### src/rtl/mem_ctrl_pkg.sv
// -----------------------------------------------------------------------------
// mem_ctrl_pkg
// Shared definitions for the memory controller slice: FSM state encodings,
// access-length encodings (bytes-1) and a helper that folds the illegal
// length code into a full word.
// -----------------------------------------------------------------------------
package mem_ctrl_pkg;

    // Access length, stored as "number of bytes minus one"
    typedef logic [1:0] len_t;

    localparam len_t LEN_B = 2'd0;
    localparam len_t LEN_H = 2'd1;
    localparam len_t LEN_W = 2'd3;

    // Controller states: idle, instruction-fetch read, load read, store write
    typedef enum logic [1:0] {
        MC_IDLE  = 2'd0,
        MC_IF_RD = 2'd1,
        MC_LS_RD = 2'd2,
        MC_LS_WR = 2'd3
    } mcState_t;

    // The unused code 2 behaves like a word access so a bad request can never
    // leave the byte counter without a terminating count.
    function automatic len_t normLen(input len_t len);
        len_t result;
        case (len)
            LEN_B:   result = LEN_B;
            LEN_H:   result = LEN_H;
            default: result = LEN_W;
        endcase
        return result;
    endfunction

endpackage

### src/rtl/mem_ctrl_if.sv
// -----------------------------------------------------------------------------
// mem_ctrl_if
// Bundles the fetch port, the load/store port and the byte-wide RAM bus seen
// by mem_ctrl.
//   master : requesters plus RAM (drive requests and mem_din)
//   slave  : mem_ctrl (answers requests, drives the RAM address/data/write)
// Fetch   : if_valid, if_addr, if_clear -> if_done, if_data
// LdSt    : ls_valid, ls_wr, ls_len, ls_addr, ls_wdata -> ls_done, ls_rdata
// RAM bus : mem_din -> mem_dout, mem_a, mem_wr
// -----------------------------------------------------------------------------
interface mem_ctrl_if;
    import mem_ctrl_pkg::*;

    logic        if_valid;
    logic [31:0] if_addr;
    logic        if_clear;
    logic        if_done;
    logic [31:0] if_data;

    logic        ls_valid;
    logic        ls_wr;
    len_t        ls_len;
    logic [31:0] ls_addr;
    logic [31:0] ls_wdata;
    logic        ls_done;
    logic [31:0] ls_rdata;

    logic [7:0]  mem_din;
    logic [7:0]  mem_dout;
    logic [31:0] mem_a;
    logic        mem_wr;

    modport master (
        output if_valid, if_addr, if_clear,
        output ls_valid, ls_wr, ls_len, ls_addr, ls_wdata,
        output mem_din,
        input  if_done, if_data, ls_done, ls_rdata,
        input  mem_dout, mem_a, mem_wr
    );

    modport slave (
        input  if_valid, if_addr, if_clear,
        input  ls_valid, ls_wr, ls_len, ls_addr, ls_wdata,
        input  mem_din,
        output if_done, if_data, ls_done, ls_rdata,
        output mem_dout, mem_a, mem_wr
    );

endinterface

### src/rtl/mem_ctrl.sv
// -----------------------------------------------------------------------------
// mem_ctrl
// Responder for the CPU memory port. Serves 32-bit fetches and byte/half/word
// loads and stores over a single byte-wide RAM bus, one byte per cycle,
// assembling little-endian words and pulsing a one-cycle done.
// Ports:
//   clk_in  - system clock
//   rst_in  - synchronous active-low reset
//   rdy_in  - low freezes every register and masks mem_wr
//   bus     - mem_ctrl_if.slave (fetch port, load/store port, RAM bus)
// Parameter:
//   LS_PRIORITY - 1: load/store wins a same-cycle tie, 0: fetch wins
// -----------------------------------------------------------------------------
module mem_ctrl
    import mem_ctrl_pkg::*;
#(
    parameter int LS_PRIORITY = 1
) (
    input  logic       clk_in,
    input  logic       rst_in,
    input  logic       rdy_in,
    mem_ctrl_if.slave  bus
);

    mcState_t    r_state;
    mcState_t    w_nextState;
    logic [2:0]  r_cnt;
    logic [31:0] r_addr;
    len_t        r_len;
    logic [31:0] r_wdata;
    logic [31:0] r_asm;
    logic [31:0] r_ifData;
    logic [31:0] r_lsRdata;

    logic        w_pickIf;
    logic        w_pickLs;
    logic [2:0]  w_lenP1;
    logic [2:0]  w_lenP2;
    logic        w_reading;
    logic        w_issue;
    logic        w_capture;
    logic        w_lastCapture;
    logic        w_memWrQ;
    logic [7:0]  w_wrByte;
    logic [31:0] w_asmNext;

    // Arbitration between the two requesters. Only meaningful in IDLE; a
    // fetch is never taken in a cycle where it is being cleared.
    always_comb begin
        w_pickIf = 1'b0;
        w_pickLs = 1'b0;
        if (r_state == MC_IDLE) begin
            if (LS_PRIORITY != 0) begin
                w_pickLs = bus.ls_valid;
                w_pickIf = !bus.ls_valid && bus.if_valid && !bus.if_clear;
            end else begin
                w_pickIf = bus.if_valid && !bus.if_clear;
                w_pickLs = !w_pickIf && bus.ls_valid;
            end
        end
    end

    // Counter landmarks. r_cnt = k while byte k's address is on the bus, so
    // the last write is at cnt == len, a store completes at len+1, and a
    // read (one extra cycle of RAM latency) completes at len+2.
    assign w_lenP1       = {1'b0, r_len} + 3'd1;
    assign w_lenP2       = {1'b0, r_len} + 3'd2;
    assign w_reading     = (r_state == MC_IF_RD) || (r_state == MC_LS_RD);
    assign w_issue       = (r_state != MC_IDLE) && (r_cnt <= {1'b0, r_len});
    assign w_capture     = w_reading && (r_cnt != 3'd0) && (r_cnt <= w_lenP1);
    assign w_lastCapture = w_reading && (r_cnt == w_lenP1);

    // Next-state and done logic. Done is qualified by rdy_in so a stall in
    // the completion cycle still yields exactly one active pulse.
    always_comb begin
        w_nextState = r_state;
        bus.if_done = 1'b0;
        bus.ls_done = 1'b0;
        case (r_state)
            MC_IDLE: begin
                if (w_pickLs) begin
                    w_nextState = bus.ls_wr ? MC_LS_WR : MC_LS_RD;
                end else if (w_pickIf) begin
                    w_nextState = MC_IF_RD;
                end
            end
            MC_IF_RD: begin
                if (bus.if_clear) begin
                    w_nextState = MC_IDLE;
                end else if (r_cnt == w_lenP2) begin
                    w_nextState = MC_IDLE;
                    bus.if_done = rdy_in;
                end
            end
            MC_LS_RD: begin
                if (r_cnt == w_lenP2) begin
                    w_nextState = MC_IDLE;
                    bus.ls_done = rdy_in;
                end
            end
            MC_LS_WR: begin
                if (r_cnt == w_lenP1) begin
                    w_nextState = MC_IDLE;
                    bus.ls_done = rdy_in;
                end
            end
            default: w_nextState = MC_IDLE;
        endcase
    end

    // RAM bus drive. The address and write byte come straight from the
    // counter so they line up with the cycle the counter names.
    always_comb begin
        bus.mem_a    = '0;
        bus.mem_dout = '0;
        w_memWrQ     = 1'b0;
        case (r_cnt)
            3'd0:    w_wrByte = r_wdata[7:0];
            3'd1:    w_wrByte = r_wdata[15:8];
            3'd2:    w_wrByte = r_wdata[23:16];
            3'd3:    w_wrByte = r_wdata[31:24];
            default: w_wrByte = 8'h00;
        endcase
        if (w_issue) begin
            bus.mem_a = r_addr + {29'd0, r_cnt};
            if (r_state == MC_LS_WR) begin
                bus.mem_dout = w_wrByte;
                w_memWrQ     = 1'b1;
            end
        end
    end

    // A frozen cycle must not repeat a write, so the strobe is masked by rdy_in.
    assign bus.mem_wr = w_memWrQ & rdy_in;

    // Lane insert for read data: mem_din arriving at cnt = k+1 is byte k.
    always_comb begin
        w_asmNext = r_asm;
        case (r_cnt)
            3'd1:    w_asmNext[7:0]   = bus.mem_din;
            3'd2:    w_asmNext[15:8]  = bus.mem_din;
            3'd3:    w_asmNext[23:16] = bus.mem_din;
            3'd4:    w_asmNext[31:24] = bus.mem_din;
            default: w_asmNext = r_asm;
        endcase
    end

    // State register.
    always_ff @(posedge clk_in) begin
        if (!rst_in) begin
            r_state <= MC_IDLE;
        end else if (rdy_in) begin
            r_state <= w_nextState;
        end
    end

    // Datapath: latch the request on acceptance, then step the byte counter
    // and build the word. The result registers only change on the final byte
    // so a cleared fetch leaves if_data alone, and the assembly register is
    // zeroed on acceptance so short loads come out zero-extended.
    always_ff @(posedge clk_in) begin
        if (!rst_in) begin
            r_cnt     <= '0;
            r_addr    <= '0;
            r_len     <= LEN_B;
            r_wdata   <= '0;
            r_asm     <= '0;
            r_ifData  <= '0;
            r_lsRdata <= '0;
        end else if (rdy_in) begin
            if (r_state == MC_IDLE) begin
                r_cnt <= '0;
                r_asm <= '0;
                if (w_pickLs) begin
                    r_addr  <= bus.ls_addr;
                    r_len   <= normLen(bus.ls_len);
                    r_wdata <= bus.ls_wdata;
                end else if (w_pickIf) begin
                    r_addr <= bus.if_addr;
                    r_len  <= LEN_W;
                end
            end else begin
                r_cnt <= r_cnt + 3'd1;
                if (w_capture) begin
                    r_asm <= w_asmNext;
                end
                if (w_lastCapture) begin
                    if (r_state == MC_IF_RD && !bus.if_clear) begin
                        r_ifData <= w_asmNext;
                    end
                    if (r_state == MC_LS_RD) begin
                        r_lsRdata <= w_asmNext;
                    end
                end
            end
        end
    end

    assign bus.if_data  = r_ifData;
    assign bus.ls_rdata = r_lsRdata;

endmodule

### src/flat_wrapper.sv
// flat-port wrapper written by rule: the top's interface ports become plain ports
module mem_ctrl_flat import mem_ctrl_pkg::*;
#(
    parameter int LS_PRIORITY = 1
)
  (clk_in, rst_in, rdy_in, bus_if_valid, bus_if_addr, bus_if_clear, bus_ls_valid, bus_ls_wr, bus_ls_len, bus_ls_addr, bus_ls_wdata, bus_mem_din, bus_if_done, bus_if_data, bus_ls_done, bus_ls_rdata, bus_mem_dout, bus_mem_a, bus_mem_wr);
  mem_ctrl_if bus_i ();
  input  logic clk_in;
  input  logic rst_in;
  input  logic rdy_in;
  input wire logic [$bits(bus_i.if_valid)-1:0] bus_if_valid;
  input wire logic [$bits(bus_i.if_addr)-1:0] bus_if_addr;
  input wire logic [$bits(bus_i.if_clear)-1:0] bus_if_clear;
  input wire logic [$bits(bus_i.ls_valid)-1:0] bus_ls_valid;
  input wire logic [$bits(bus_i.ls_wr)-1:0] bus_ls_wr;
  input wire logic [$bits(bus_i.ls_len)-1:0] bus_ls_len;
  input wire logic [$bits(bus_i.ls_addr)-1:0] bus_ls_addr;
  input wire logic [$bits(bus_i.ls_wdata)-1:0] bus_ls_wdata;
  input wire logic [$bits(bus_i.mem_din)-1:0] bus_mem_din;
  output wire logic [$bits(bus_i.if_done)-1:0] bus_if_done;
  output wire logic [$bits(bus_i.if_data)-1:0] bus_if_data;
  output wire logic [$bits(bus_i.ls_done)-1:0] bus_ls_done;
  output wire logic [$bits(bus_i.ls_rdata)-1:0] bus_ls_rdata;
  output wire logic [$bits(bus_i.mem_dout)-1:0] bus_mem_dout;
  output wire logic [$bits(bus_i.mem_a)-1:0] bus_mem_a;
  output wire logic [$bits(bus_i.mem_wr)-1:0] bus_mem_wr;
  assign bus_i.if_valid = bus_if_valid;
  assign bus_i.if_addr = bus_if_addr;
  assign bus_i.if_clear = bus_if_clear;
  assign bus_i.ls_valid = bus_ls_valid;
  assign bus_i.ls_wr = bus_ls_wr;
  assign bus_i.ls_len = bus_ls_len;
  assign bus_i.ls_addr = bus_ls_addr;
  assign bus_i.ls_wdata = bus_ls_wdata;
  assign bus_i.mem_din = bus_mem_din;
  assign bus_if_done = bus_i.if_done;
  assign bus_if_data = bus_i.if_data;
  assign bus_ls_done = bus_i.ls_done;
  assign bus_ls_rdata = bus_i.ls_rdata;
  assign bus_mem_dout = bus_i.mem_dout;
  assign bus_mem_a = bus_i.mem_a;
  assign bus_mem_wr = bus_i.mem_wr;
  mem_ctrl #(.LS_PRIORITY(LS_PRIORITY)) u_core (.clk_in(clk_in), .rst_in(rst_in), .rdy_in(rdy_in), .bus(bus_i));
endmodule
### config.mk
export PLATFORM = sky130hd
export DESIGN_NAME = mem_ctrl_flat
export DESIGN_NICKNAME = d
export VERILOG_FILES = /design/src/rtl/mem_ctrl_pkg.sv /design/src/rtl/mem_ctrl_if.sv /design/src/rtl/mem_ctrl.sv /design/src/flat_wrapper.sv
export SDC_FILE = /design/constraint.sdc
export NUM_CORES = 1
export LEC_CHECK = 0
export BUFFER_PORTS_ARGS = -buffer_cell sky130_fd_sc_hd__buf_2
export CORE_MARGIN = 5
export CORE_UTILIZATION = 47
export CTS_CLUSTER_SIZE = 28
export DETAILED_ROUTE_END_ITERATION = 8
export GPL_TIMING_DRIVEN = 0
export PLACE_DENSITY = 0.84
export SYNTH_ARGS = -nofsm -noshare
export SYNTH_HDL_FRONTEND = slang
export SYNTH_SLANG_ARGS = --single-unit
### constraint.sdc
create_clock -name clk_in -period 2.85 [get_ports clk_in]
set_input_delay 0.285 -clock clk_in [delete_from_list [all_inputs] [get_ports clk_in]]
set_output_delay 0.285 -clock clk_in [all_outputs]
set_load 0.005 [all_outputs]
==> key figures <==
Status
  – Run status: finished with violations
  – Violations in the final reports: negative setup slack

Logic synthesis
  – Post-synthesis net count: 1043
  – Number of warnings issued by yosys: 0
  – Count of unique library cells instantiated by Yosys: 53
  – Predominant post-synthesis flop cell: dfxtp_1
  – Number of enable-type register cells in the synthesized netlist: 0
  – Share of flip-flops with an asynchronous set or reset: 0%
  – Post-synthesis instance total: 910
  – Area share of the largest cell type after synthesis: 42.85%
  – FF+latch count, synth: 167
  – Post-Synthesis Mean Instance Area: 8.574 um^2
  – Cells taking the most area after synthesis: dfxtp_1 43%, nor2_1 6.5%, a211oi_1 6.4%
  – Syn Std Cell Area: 7802 um^2
  – Sequential element share of the synthesized area: 42.85%
  – Yosys top cell by area: dfxtp_1

Finish
  – Net total in the final layout: 1284
  – Filler cell count in the final layout: 1390
  – Fin area: 9983 um^2
  – Post-layout instance count excluding filler cells: 1385
  – Share of layout cells above drive strength 1: 27.84%
  – Synthesis-to-finish area growth: 27.95%

Critical path
  – Crit path buffers/inverters: 3
  – Worst path top cell family by delay: adder cells
  – Worst Path Arrival: 2.66 ns
  – Required time of the critical path: 2.57 ns
  – Crit end category: output port
  – Ordered cell list for the critical path: ha_4 > inv_2 > fa_2 > nand2b_4 > a2111oi_4 > buf_4 > nand3_2 > xor2_1 > nor2_1 > buf_2
  – Critical path startpoint category: register
  – Worst path max stage delay: 0.41 ns
  – Library cell contributing the largest single delay on the critical path: a2111oi_4
  – Worst-path fanout max: 4
  – Category of the most critical setup path: reg2out

STA
  – Sum Neg Setup Slack: -0.4787 ns
  – Max-slew violation count: 0
  – Unrepaired setup endpoints after global routing: yes
  – Final hold violation count: 0
  – Worst Tran Pin Value: 0.9965 ns
  – Hold Slack: 0.09803 ns
  – Highest clock rate: roughly 0.34 GHz
  – Final clock skew: about 0.014 ns
  – Crit path setup slack, layout: -0.09280 ns
  – Setup Viol. Count Final: 9
  – Final period utilization: 103.3%
  – Fin crit period: 2.943 ns
  – Headroom to the max-slew limit: 33.00%

Pwr
  – Leakage power figure: 4.091 nW
  – Worst vdd rail ir drop: 0.4749 mV
  – Pwr dens: 559.8 nW/um^2

Die
  – Vertical extent of the die: 138.8 um
  – Io pins: 220
  – DIE WIDTH: 138.8 um
  – Core Box Area: 16410 um^2
  – Cell row count: 47
  – Die area: ~19000 um^2
  – Effective utilization at floorplan: 47.56%

Drt
  – First-pass detailed-route iteration total: 5
  – Remaining design rule violation count: 0
  – Final Routed Wirelength: 23960 um
  – WL/cell: 17.30 um
  – First-iteration detailed-routing DRC count: 456
  – Via-per-instance ratio: 5.536
  – Post-detailed-route count of antenna-violating nets: 0
  – Total via count in the routed design: 7667

CTS
  – Number of buffers created by CTS: 17
  – Clock Path Buffers: 2
  – CTS tree: yes
  – Clock tree root driver cell: clkbuf_16
  – Clk sink count: 167
  – Clk_lat worst skew: about 0.43 ns
  – H-tree lvl count: 4
  – Clock transition time at the flip-flop clock pins of the worst setup and hold paths: 0.06 ns

Placement
  – Total instance count after detailed placement: 1340
  – HPWL reported at the end of detailed placement: 17990 um
  – Placer Congestion: just under 0.9
  – Buffers added on ports: 210
  – Placed Instance Area: approximately 9000 um^2

GRT
  – Gr ovfl total: 0
  – Gr usage total: about a quarter
  – Pin count of the biggest net entering global routing: 19
  – Number of global-route vias before repair: ~7600
  – Number of antenna violations at the first check in global routing: 1
  – First-pass GRT wire length: 37890 um

Job
  – Max-cap check violation count: 0

Worst hold path
  – Kind of path behind the tightest hold check: in2reg
## per-layer routing
metal / up-vias / part of all wire, % / global-route usage, %
li1: 3719 / - / -
met1: 3610 / 42 / 28.61
met2: 302 / 50 / 42.01
met3: 36 / 6.4 / 6.000
met4: 0 / 2.0 / 7.261
met5: - / 0 / 0
## tightest hold or removal path, delay by kind of cell
family                 cells  cell delay [ns]
AO/OA/AOI/OAI              1             0.05
AND/OR/NAND/NOR            1             0.04
buffers and inverters      1             0.09
## state kept, by name, summed over array words and instances, names as in the netlist
register	cells
u_core.bus.if_data	32
u_core.bus.ls_rdata	32
u_core.r_addr	32
u_core.r_asm	32
u_core.r_wdata	32
u_core.r_cnt	3
u_core.r_len	2
u_core.r_state	2
## metrics by stage
stage	utilization, %	power [mW]	setup WS (ns)
after floorplan	-	2.997	0.4689
after global placement	55.64	3.246	-0.01691
after detailed placement	55.64	3.269	-0.1090
after CTS	60.15	5.584	-0.08975
after global routing	60.85	5.794	-0.2044
final	60.85	5.588	-0.09280
## kinds of logic (layout without fill, tap and decap cells)
family / after synthesis / count (layout) / synth area share (%)
xor+xnor: 26 / 26 / 2.919
buf+inv: 100 / 354 / 6.078
flops: 167 / 167 / 42.85
mux: 33 / 33 / 4.234
simple gates: 347 / 347 / 20.19
compound gates: 217 / 217 / 20.43
fa+ha+maj: 20 / 20 / 3.303
other cells: 0 / 1 / 0
## synth_stat cells (all sizes together) (3+ instances only)
cell type,count
a211oi,67
a21oi,51
a22o,32
a22oi,19
a311oi,33
and2,3
and3,7
and4,6
buf,27
clkbuf,43
clkdlybuf4s15,8
dfxtp,167
ha,19
inv,22
mux2i,33
nand2,111
nand2b,3
nand3,46
nand4,9
nor2,136
nor2b,6
nor3,7
o21ai,7
or3,5
xnor2,5
xor2,21
## where the power goes
group / switching (mW) / leakage (nW) / internal, mW
logic: 0.465 / 2.44 / 0.283
registers: 0.0848 / 1.36 / 2.42
clock network: 1.08 / 0.295 / 1.26
total: 1.62 / 4.09 / 3.96
## final cells by class
class                   count  area, um^2  share of cell area (%)
multi-input cells         643        4103                   41.10
plain buffers              75       390.4                   3.910
repair buffers            225        1167                   11.69
flip-flops and latches    167        3356                   33.61
well taps                 220       275.3                   2.757
inverters                  22       86.33                  0.8648
clock inverters            15       177.7                   1.780
clock buffers              17       425.4                   4.261
diodes                      1       2.502                 0.02507
## worst paths after layout
path              slack [ns]  cells after the start                            start                               to
setup / recovery       -0.09                     10     u_core.r_cnt[0]$_SDFFE_PN0P_                    bus_mem_a[24]
hold / removal           0.1                      3                 bus_ls_wdata[17]  u_core.r_wdata[17]$_SDFFE_PN0P_
setup reg to reg        0.33                      7     u_core.r_len[1]$_SDFFE_PN0P_    u_core.r_asm[30]$_SDFFE_PN0P_
hold reg to reg         0.46                      2  u_core.r_wdata[21]$_SDFFE_PN0P_  u_core.r_wdata[21]$_SDFFE_PN0P_
## layout by cell type (no fill, tap or decap), drive strengths merged, types with 3 or more instances in the layout
| cell | count |
|---|---|
| a211oi | 67 |
| a21oi | 51 |
| a22o | 32 |
| a22oi | 19 |
| a311oi | 33 |
| and2 | 3 |
| and3 | 7 |
| and4 | 6 |
| buf | 252 |
| clkbuf | 57 |
| clkdlybuf4s15 | 8 |
| clkinv | 4 |
| dfxtp | 167 |
| ha | 19 |
| inv | 30 |
| mux2i | 33 |
| nand2 | 111 |
| nand2b | 3 |
| nand3 | 46 |
| nand4 | 9 |
| nor2 | 136 |
| nor2b | 6 |
| nor3 | 7 |
| o21ai | 7 |
| or3 | 5 |
| xnor2 | 5 |
| xor2 | 21 |
## what timing repair did
action,4_1_cts,5_1_grt
resized for setup,22,19
hold buffers,0,0
endpoints found under the hold margin,0,0
endpoints found under the setup margin,21,40
gates cloned,1,0
buffers inserted,8,6
pin swaps,4,3
(Power assumes the default switching activity.)
